--- config.mk ---
export PLATFORM = sky130hd
export DESIGN_NAME = muldiv_unit
export DESIGN_NICKNAME = d
export VERILOG_FILES = /design/src/rtl/muldiv_unit.sv
export SDC_FILE = /design/constraint.sdc
export NUM_CORES = 1
export LEC_CHECK = 0
export CAP_MARGIN = 20
export CORE_MARGIN = 2
export CORE_UTILIZATION = 55
export CTS_CLUSTER_DIAMETER = 60
export DETAILED_ROUTE_END_ITERATION = 16
export PLACE_DENSITY = 0.77
export SLEW_MARGIN = 20
export SYNTH_ARGS = -nofsm -noshare
export SYNTH_HDL_FRONTEND = slang
export SYNTH_SLANG_ARGS = --single-unit
export TNS_END_PERCENT = 100
--- constraint.sdc ---
create_clock -name clk -period 9.24 [get_ports clk]
set_clock_uncertainty 0.15 [all_clocks]
set_input_delay 1.386 -clock clk [delete_from_list [all_inputs] [get_ports clk]]
set_output_delay 1.386 -clock clk [all_outputs]
set_load 0.01 [all_outputs]
--- src/rtl/muldiv_unit.sv ---
// Iterative RV32M multiply/divide unit: radix-2 shift-add multiply, restoring divide,
// start/busy/done handshake with flush. Result and tag feed the register-file write port.
module muldiv_unit #(
    parameter int DATA_WIDTH    = 32,
    parameter int ADDRESS_WIDTH = 5
) (
    input  logic                     clk,
    input  logic                     rst,
    input  logic                     start,
    input  logic                     flush,
    input  logic [2:0]               funct3,
    input  logic [DATA_WIDTH-1:0]    op_a,
    input  logic [DATA_WIDTH-1:0]    op_b,
    input  logic [ADDRESS_WIDTH-1:0] tag_in,
    output logic                     busy,
    output logic                     done,
    output logic [DATA_WIDTH-1:0]    result,
    output logic [ADDRESS_WIDTH-1:0] tag_out
);

    localparam int W  = DATA_WIDTH;
    localparam int CW = (W > 1) ? $clog2(W) : 1;

    typedef enum logic [1:0] {
        IDLE = 2'd0,
        CALC = 2'd1,
        FIX  = 2'd2,
        DONE = 2'd3
    } state_t;

    state_t                   state_q, state_d;
    logic [CW-1:0]            cnt_q, cnt_d;
    logic [2:0]               f3_q, f3_d;
    logic [ADDRESS_WIDTH-1:0] tag_q, tag_d;
    logic                     neg_q, neg_d;
    logic                     sa_q, sa_d;
    logic                     spec_q, spec_d;
    logic [W-1:0]             spec_res_q, spec_res_d;
    logic [W-1:0]             opnd_q, opnd_d;
    logic [2*W-1:0]           acc_q, acc_d;
    logic [W-1:0]             rem_q, rem_d;
    logic                     busy_q, busy_d;
    logic                     done_q, done_d;
    logic [W-1:0]             result_q, result_d;
    logic [ADDRESS_WIDTH-1:0] tag_out_q, tag_out_d;

    // Operand decode for the accept cycle
    logic         is_div, a_signed, b_signed, sign_a, sign_b;
    logic [W-1:0] mag_a, mag_b;
    logic         div_zero, div_ovf;

    always_comb begin
        is_div   = funct3[2];
        a_signed = is_div ? ~funct3[0] : (funct3 != 3'b011);
        b_signed = is_div ? ~funct3[0] : ~funct3[1];
        sign_a   = a_signed & op_a[W-1];
        sign_b   = b_signed & op_b[W-1];
        mag_a    = sign_a ? ('0 - op_a) : op_a;
        mag_b    = sign_b ? ('0 - op_b) : op_b;
        div_zero = is_div && (op_b == '0);
        div_ovf  = is_div && !funct3[0] && (op_a == {1'b1, {(W-1){1'b0}}}) && (op_b == '1);
    end

    // One iteration step of each engine, plus the sign fix-up
    logic [W:0]     mul_sum, div_shift, div_trial;
    logic [2*W-1:0] prod;
    logic [W-1:0]   quot, remv, fix_res;

    always_comb begin
        mul_sum   = {1'b0, acc_q[2*W-1:W]} + (acc_q[0] ? {1'b0, opnd_q} : '0);
        div_shift = {rem_q, acc_q[W-1]};
        div_trial = div_shift - {1'b0, opnd_q};
        prod      = neg_q ? ('0 - acc_q) : acc_q;
        quot      = neg_q ? ('0 - acc_q[W-1:0]) : acc_q[W-1:0];
        remv      = sa_q ? ('0 - rem_q) : rem_q;
        if (spec_q)
            fix_res = spec_res_q;
        else if (f3_q[2])
            fix_res = f3_q[1] ? remv : quot;
        else if (f3_q[1:0] == 2'b00)
            fix_res = prod[W-1:0];
        else
            fix_res = prod[2*W-1:W];
    end

    always_comb begin
        state_d    = state_q;
        cnt_d      = cnt_q;
        f3_d       = f3_q;
        tag_d      = tag_q;
        neg_d      = neg_q;
        sa_d       = sa_q;
        spec_d     = spec_q;
        spec_res_d = spec_res_q;
        opnd_d     = opnd_q;
        acc_d      = acc_q;
        rem_d      = rem_q;
        done_d     = 1'b0;
        result_d   = result_q;
        tag_out_d  = tag_out_q;

        if (flush) begin
            state_d = IDLE;
        end else begin
            unique case (state_q)
                IDLE, DONE: begin
                    if (start) begin
                        f3_d   = funct3;
                        tag_d  = tag_in;
                        neg_d  = sign_a ^ sign_b;
                        sa_d   = sign_a;
                        cnt_d  = '0;
                        // Multiply: multiplicand in opnd, multiplier in acc low half.
                        // Divide: divisor in opnd, dividend shifts out of acc low half.
                        opnd_d = is_div ? mag_b : mag_a;
                        acc_d  = {{W{1'b0}}, (is_div ? mag_a : mag_b)};
                        rem_d  = '0;
                        spec_d = div_zero || div_ovf;
                        if (div_zero)
                            spec_res_d = funct3[1] ? op_a : '1;
                        else
                            spec_res_d = funct3[1] ? '0 : {1'b1, {(W-1){1'b0}}};
                        state_d = (div_zero || div_ovf) ? FIX : CALC;
                    end else begin
                        state_d = IDLE;
                    end
                end
                CALC: begin
                    if (f3_q[2]) begin
                        rem_d = div_trial[W] ? div_shift[W-1:0] : div_trial[W-1:0];
                        acc_d = {acc_q[2*W-1:W], acc_q[W-2:0], ~div_trial[W]};
                    end else begin
                        acc_d = {mul_sum, acc_q[W-1:1]};
                    end
                    cnt_d = cnt_q + 1'b1;
                    if (cnt_q == CW'(W - 1))
                        state_d = FIX;
                end
                FIX: begin
                    result_d  = fix_res;
                    tag_out_d = tag_q;
                    done_d    = 1'b1;
                    state_d   = DONE;
                end
                default: state_d = IDLE;
            endcase
        end

        busy_d = (state_d == CALC) || (state_d == FIX);
    end

    always_ff @(posedge clk) begin
        if (rst) begin
            state_q    <= IDLE;
            cnt_q      <= '0;
            f3_q       <= '0;
            tag_q      <= '0;
            neg_q      <= 1'b0;
            sa_q       <= 1'b0;
            spec_q     <= 1'b0;
            spec_res_q <= '0;
            opnd_q     <= '0;
            acc_q      <= '0;
            rem_q      <= '0;
            busy_q     <= 1'b0;
            done_q     <= 1'b0;
            result_q   <= '0;
            tag_out_q  <= '0;
        end else begin
            state_q    <= state_d;
            cnt_q      <= cnt_d;
            f3_q       <= f3_d;
            tag_q      <= tag_d;
            neg_q      <= neg_d;
            sa_q       <= sa_d;
            spec_q     <= spec_d;
            spec_res_q <= spec_res_d;
            opnd_q     <= opnd_d;
            acc_q      <= acc_d;
            rem_q      <= rem_d;
            busy_q     <= busy_d;
            done_q     <= done_d;
            result_q   <= result_d;
            tag_out_q  <= tag_out_d;
        end
    end

    assign busy    = busy_q;
    assign done    = done_q;
    assign result  = result_q;
    assign tag_out = tag_out_q;

endmodule
==> results of run 1 <==
## power groups by stage
stage | clock, W | sequential [W] | combinational [W]
2_1_floorplan | 0 | 0.00100 | 0.000434
3_3_place_gp | 0 | 0.00102 | 0.000622
3_5_place_dp | 0 | 0.00102 | 0.000629
4_1_cts | 0.00125 | 0.00100 | 0.000633
5_1_grt | 0.00129 | 0.00101 | 0.000699
6_report | 0.00124 | 0.00100 | 0.000652
## kinds of logic (layout without fill, tap and decap cells)
logic type,Yosys count,in the layout
AND/OR/NAND/NOR,846,846
AO/OA/AOI/OAI,698,698
buffers and inverters,226,263
flip-flops,217,217
XOR/XNOR,190,190
multiplexers,87,87
adder cells (fa/ha/maj),75,75
## cell type report
| type | count | area, um2 |
|---|---|---|
| clock inverter | 22 | 270 |
| clock buffer | 34 | 796 |
| sequential | 217 | 4350 |
| tap | 396 | 495 |
| fill | 2770 | 11100 |
| inverter | 68 | 255 |
| timing repair buffer | 139 | 1320 |
| multi-input combinational | 1896 | 12000 |
## worst max-delay path: stages, from the launching register on
cell and delay, ns:
dfxtp_1 0.36, inv_1 0.09, buf_4 0.36, nor2_1 0.10, ha_1 0.33, nor2b_1 0.18
o31ai_1 0.44, a211oi_1 0.27, o311ai_0 0.78, o31ai_1 0.25, a221oi_1 0.62, o21ai_0 0.22
xnor2_1 0.16, o21ai_0 0.08
## layer usage
metal | global-route usage, % | wire [um]
met2 | 56.6 | 27200
met1 | 50.0 | 25500
met3 | 7.20 | 6360
met4 | 24.8 | 4940
met5 | 0 | 0
## cells in the final DEF, fill, tap and decap left out, types with 15 or more instances in the layout
cell type,Yosys,layout
nand4_1,19,19
mux2i_1,60,60
nor2b_1,18,17
nand3_1,61,61
mux2_2,27,27
a211oi_1,63,63
o21ai_0,162,162
xnor2_1,95,95
inv_1,66,66
dfxtp_1,217,215
a21o_1,27,27
nor4_1,26,25
or4_1,15,15
nor3_1,61,60
o31ai_1,38,38
clkbuf_16,0,30
ha_1,73,73
a21oi_1,209,208
o41ai_1,23,23
nand2b_1,46,46
or3_1,36,36
buf_4,0,26
o221ai_1,21,21
nand2_1,296,296
clkdlybuf4s50_1,0,112
nor2_1,213,210
o211ai_1,26,26
xor2_1,95,95
## path summary, 6_finish.rpt
path	startpoint	to	slack [ns]	cells after the start
hold / removal	result[18]	result[18]	0.30	2
hold reg to reg	result[18]	result[18]	0.30	2
setup reg to reg	acc_q[0]	acc_q[59]	4.70	13
setup / recovery	acc_q[0]	acc_q[59]	4.70	13
## through the flow
step                      total power (W)  hold WS (ns)  utilization (%)  setup WS (ns)
final                             0.00290         0.298             63.7           4.70
after global routing              0.00300         0.314             63.7           4.40
after CTS                         0.00288         0.300             63.7           4.84
after detailed placement          0.00165         0.291             60.2           4.32
after global placement            0.00164         0.283             60.2           4.20
after floorplan                   0.00144         0.278                -           5.17
## registers in the layout, indices dropped and copies added, names as in the netlist, 2 cells and up
name        count
state_q         2
result         32
f3_q            3
acc_q          64
opnd_q         32
rem_q          32
cnt_q           5
tag_out         5
tag_q           5
spec_res_q     32
==> flow_metrics.tcl, run 1 <==
set metrics [dict create \
    cts_tree "yes" \
    ys.flop_type "dfxtp_1" \
    remaining_drc_errors 0 \
    final_area_um2 19500 \
    root_buffer "clkbuf_16" \
    p_clk_share_pct 42.9 \
    path_max_fanout 32 \
    synth_top_family_by_area "compound AO/OA/AOI/OAI gates" \
    slew_violations 0 \
    synth_top_area_cell "dfxtp_1" \
    syn_area_um2 17200 \
    power.internal_w 0.00192 \
    first_pass_iters 7 \
    outcome "complete, no violations" \
    layout.cells.non_filler 2772 \
    fp.dieH_um 181 \
    ant_nets 0 \
    synth_edf_count 0 \
    synthSimpleGateAreaFrac_pct 23.2 \
    gr-usage-all-layers_pct 38.0 \
    hold_path_class "register to register" \
    numCtsBuffers 30 \
    clk_latency_ns 0.60 \
    p_seq_share_pct 34.6 \
    synth-async-reset-ratio_pct 0 \
    drtIter0Drc 2567 \
    dpl_cell_area_um2 18500 \
    die_w_um 181 \
    diodes 0 \
    cp.required_ns 9.54 \
    end_kind "register" \
    synth_xor_area_share_pct 9.67 \
    max_cap_viol_count 0 \
    nNetsFinal 2503 \
    crit_path_start_kind "register" \
    core_um2 30700 \
    p_per_area_nw_per_um2 149 \
    setup_tns_ns 0 \
    vias 18200 \
    ys_ff_latch 217 \
    yosysSeqAreaShare_pct 25.2 \
    p_leak_nw 7.22 \
    yosysUniqueCellTypes 75 \
    io_pins 115 \
    avgSynthCellArea_um2 7.36 \
    dp_cells 2716 \
    power_frac_comb_pct 22.5 \
    synth_fp_nets 2490 \
    cts_setup_buffers 0 \
    grt_max_degree 82 \
    worstMarginPinSlew_ns 1.00 \
    hold_violations 0 \
    synth_fa_ha_area_share_pct 5.54 \
    dp_hpwl_um 47900 \
    gr-total-overflow 0 \
    crit_arrival_ns 4.83 \
    drive_gt1_share_pct 5.85 \
    rsz0062_at_grt "no" \
    clock.fmax_mhz 220 \
    start_util_pct 56.1 \
    rows 64 \
    synthTopCellsByCount "nand2_1 (296), dfxtp_1 (217), nor2_1 (213), a21oi_1 (209), o21ai_0 (162)" \
    post-route-min-period_ns 4.54 \
    grt_antenna_before_repair 0 \
    ys_top_cells_by_area "dfxtp_1 (25%), nand2_1 (6.5%), a21oi_1 (6.1%), ha_1 (5.3%), xnor2_1 (4.8%)" \
    clkSlewWorstSetupHoldPaths_ns 0.07 \
    critPathKind "register to register" \
    cts_buffer_depth 3 \
    floorplan.die_area_um2 32700 \
    post_cts_resized 0 \
    drt_wl_total_um 64000 \
    gp_congestion 1.06 \
    hold_buffers 0 \
    wl_per_cell_um 23.1 \
    avgViaCountPerCell 6.58 \
    grt_pass1_vias 16900 \
    cts_htree_levels 1 \
    port_buffers 114 \
    synth_compound_area_share_pct 26.1 \
    muxShareOfSynthArea_pct 5.26 \
    switching_share_pct 33.7 \
    clock-sinks 217 \
    relSlewSlack_pct 32.9 \
    grt_pass1_wl_um 98200 \
    synth_warnings 0 \
    final-setup-viol-count 0 \
    fin_crit_sh_pct 49.1 \
    synth.top_cell.area_share_pct 25.2 \
    syn_to_final_growth_pct 13.4 \
    peakVddDrop_mv 0.148 \
    synth_cells 2339 \
    p_sw_w 0.000976 \
    yosysMostFrequentCell "nand2_1" \
]
Note: power is estimated with default switching activity, not from simulation.
==> run 2: changes to the inputs <==
clock period = 4.2 ns   (was 9.24 ns; I/O delays follow)
==> flow_metrics.tcl, run 2 (synthesis results as in run 1) <==
set metrics [dict create \
    post-route-min-period_ns 3.94 \
    nNetsFinal 2533 \
    final-setup-viol-count 0 \
    io_pins 115 \
    root_buffer "clkbuf_16" \
    floorplan.die_area_um2 32700 \
    clock-sinks 217 \
    outcome "complete, no violations" \
    ant_nets 0 \
    start_util_pct 56.1 \
    nFillCells 2756 \
    clk_latency_ns 0.56 \
    end_kind "register" \
    grt_antenna_before_repair 0 \
    relSlewSlack_pct 33.2 \
    clkSlewWorstSetupHoldPaths_ns 0.06 \
    cts_buffer_depth 3 \
    cts_tree "yes" \
    avgViaCountPerCell 6.53 \
    max_cap_viol_count 0 \
    slew_violations 0 \
    gr-total-overflow 0 \
    r2r_slack_ns 0.26 \
    numCtsBuffers 28 \
    drtIter0Drc 1883 \
    post_cts_resized 0 \
    gp_congestion 1.04 \
    dp_hpwl_um 50900 \
    crit_path_start_kind "register" \
    critPathKind "register to register" \
    remaining_drc_errors 0 \
    clock.fmax_mhz 254 \
    p_per_area_nw_per_um2 308 \
    core_um2 30700 \
    drt_wl_total_um 66000 \
    die_w_um 181 \
    p_leak_nw 7.32 \
    hold_path_class "register to register" \
    grt_pass1_vias 16700 \
    gr-usage-all-layers_pct 38.8 \
    hold_violations 0 \
    rows 64 \
    grt_pass1_wl_um 99500 \
    setup_tns_ns 0 \
    largest_register_ffs 64 \
    fin_crit_sh_pct 93.8 \
    layout_commonest_cell "nand2_1" \
    port_buffers 114 \
    peakVddDrop_mv 0.355 \
    cts_htree_levels 1 \
    path_max_fanout 6 \
    syn_to_final_growth_pct 14.0 \
    fp.dieH_um 181 \
    hold_buffers 0 \
    regMostFlops "acc_q" \
    final_cell_mix "nand2_1 (296), dfxtp_1 (215), nor2_1 (210)" \
    vias 18300 \
    worstHoldStart "spec_res_q[29]" \
    grt_max_degree 72 \
    startpoint "acc_q[0]" \
    r2r-start "acc_q[0]" \
    worstMarginPinSlew_ns 1.00 \
    cp.required_ns 4.48 \
    crit_arrival_ns 4.21 \
    first_pass_iters 5 \
    rsz0062_at_grt "no" \
    cts_setup_buffers 0 \
    fin_total_pwr_w 0.00604 \
    diodes 0 \
    wl_per_cell_um 23.6 \
    drive_gt1_share_pct 6.58 \
]
-- run 2: cell types whose count changed in the layout (fill, tap and decap cells not counted), moves of 2 or more --
| cell | change |
|---|---|
| buf_4 | +29 |
| inv_6 | -6 |
| clkbuf_1 | +4 |
| buf_12 | +3 |
| clkinv_8 | -2 |
| clkinvlp_4 | -4 |
| inv_8 | -2 |
| bufinv_16 | -2 |
| clkinv_2 | +5 |
-- run 2: final timing paths --
| check | to | cells past startpoint |
|---|---|---|
| setup / recovery | acc_q[59] | 15 |
| hold / removal | spec_res_q[29] | 2 |
| setup reg to reg | acc_q[59] | 15 |
| hold reg to reg | spec_res_q[29] | 2 |
-- run 2: area by class of cell --
type	count	area, um2	share of cell area [%]
Clock inverter	12	106	0.542
Sequential cell	217	4350	22.2
Multi-Input combinational cell	1896	12000	61.3
Timing Repair Buffer	171	1600	8.15
Inverter	68	255	1.30
Clock buffer	37	786	4.01
Tap cell	396	495	2.53
-- run 2: per-layer routing --
layer | track usage [%] | routed length [um] | vias to the layer above
met4 | 21.3 | 4150 | 0
met5 | 0 | 0 | -
li1 | - | - | 8549
met2 | 60.3 | 29200 | 908
met3 | 5.52 | 5470 | 175
met1 | 51.8 | 27100 | 8634
-- run 2: power by group --
part	switching (W)	internal [W]	total (W)	leakage [nW]
registers	0.0000891	0.00212	0.00221	1.76
clock network	0.000966	0.00138	0.00234	0.441
logic	0.000938	0.000554	0.00149	5.12
total	0.00199	0.00405	0.00604	7.32
-- run 2: metrics by stage --
step	cells	cell area (um2)	setup WS [ns]	utilization [%]	hold slack [ns]
global placement	2748	18700	0.210	61.1	0.282
global route	2797	19600	0.0656	64.0	0.308
floorplan	2339	17200	0.682	-	0.278
detailed placement	2748	18700	0.163	61.1	0.290
CTS	2797	19600	0.334	64.0	0.298
finish	2797	19600	0.261	64.0	0.296
-- run 2: critical path, cell delays in order (launching register included) --
cell and delay, ns:
dfxtp_1 0.41, and2_1 0.15, ha_1 0.18, inv_1 0.07, fa_1 0.38, nor2b_1 0.20, o31ai_1 0.14, a211oi_1 0.40
o311ai_0 0.26, buf_4 0.20, o31ai_1 0.47, a221oi_1 0.21, buf_4 0.18, o21ai_0 0.20, xnor2_1 0.14, o21ai_0 0.08
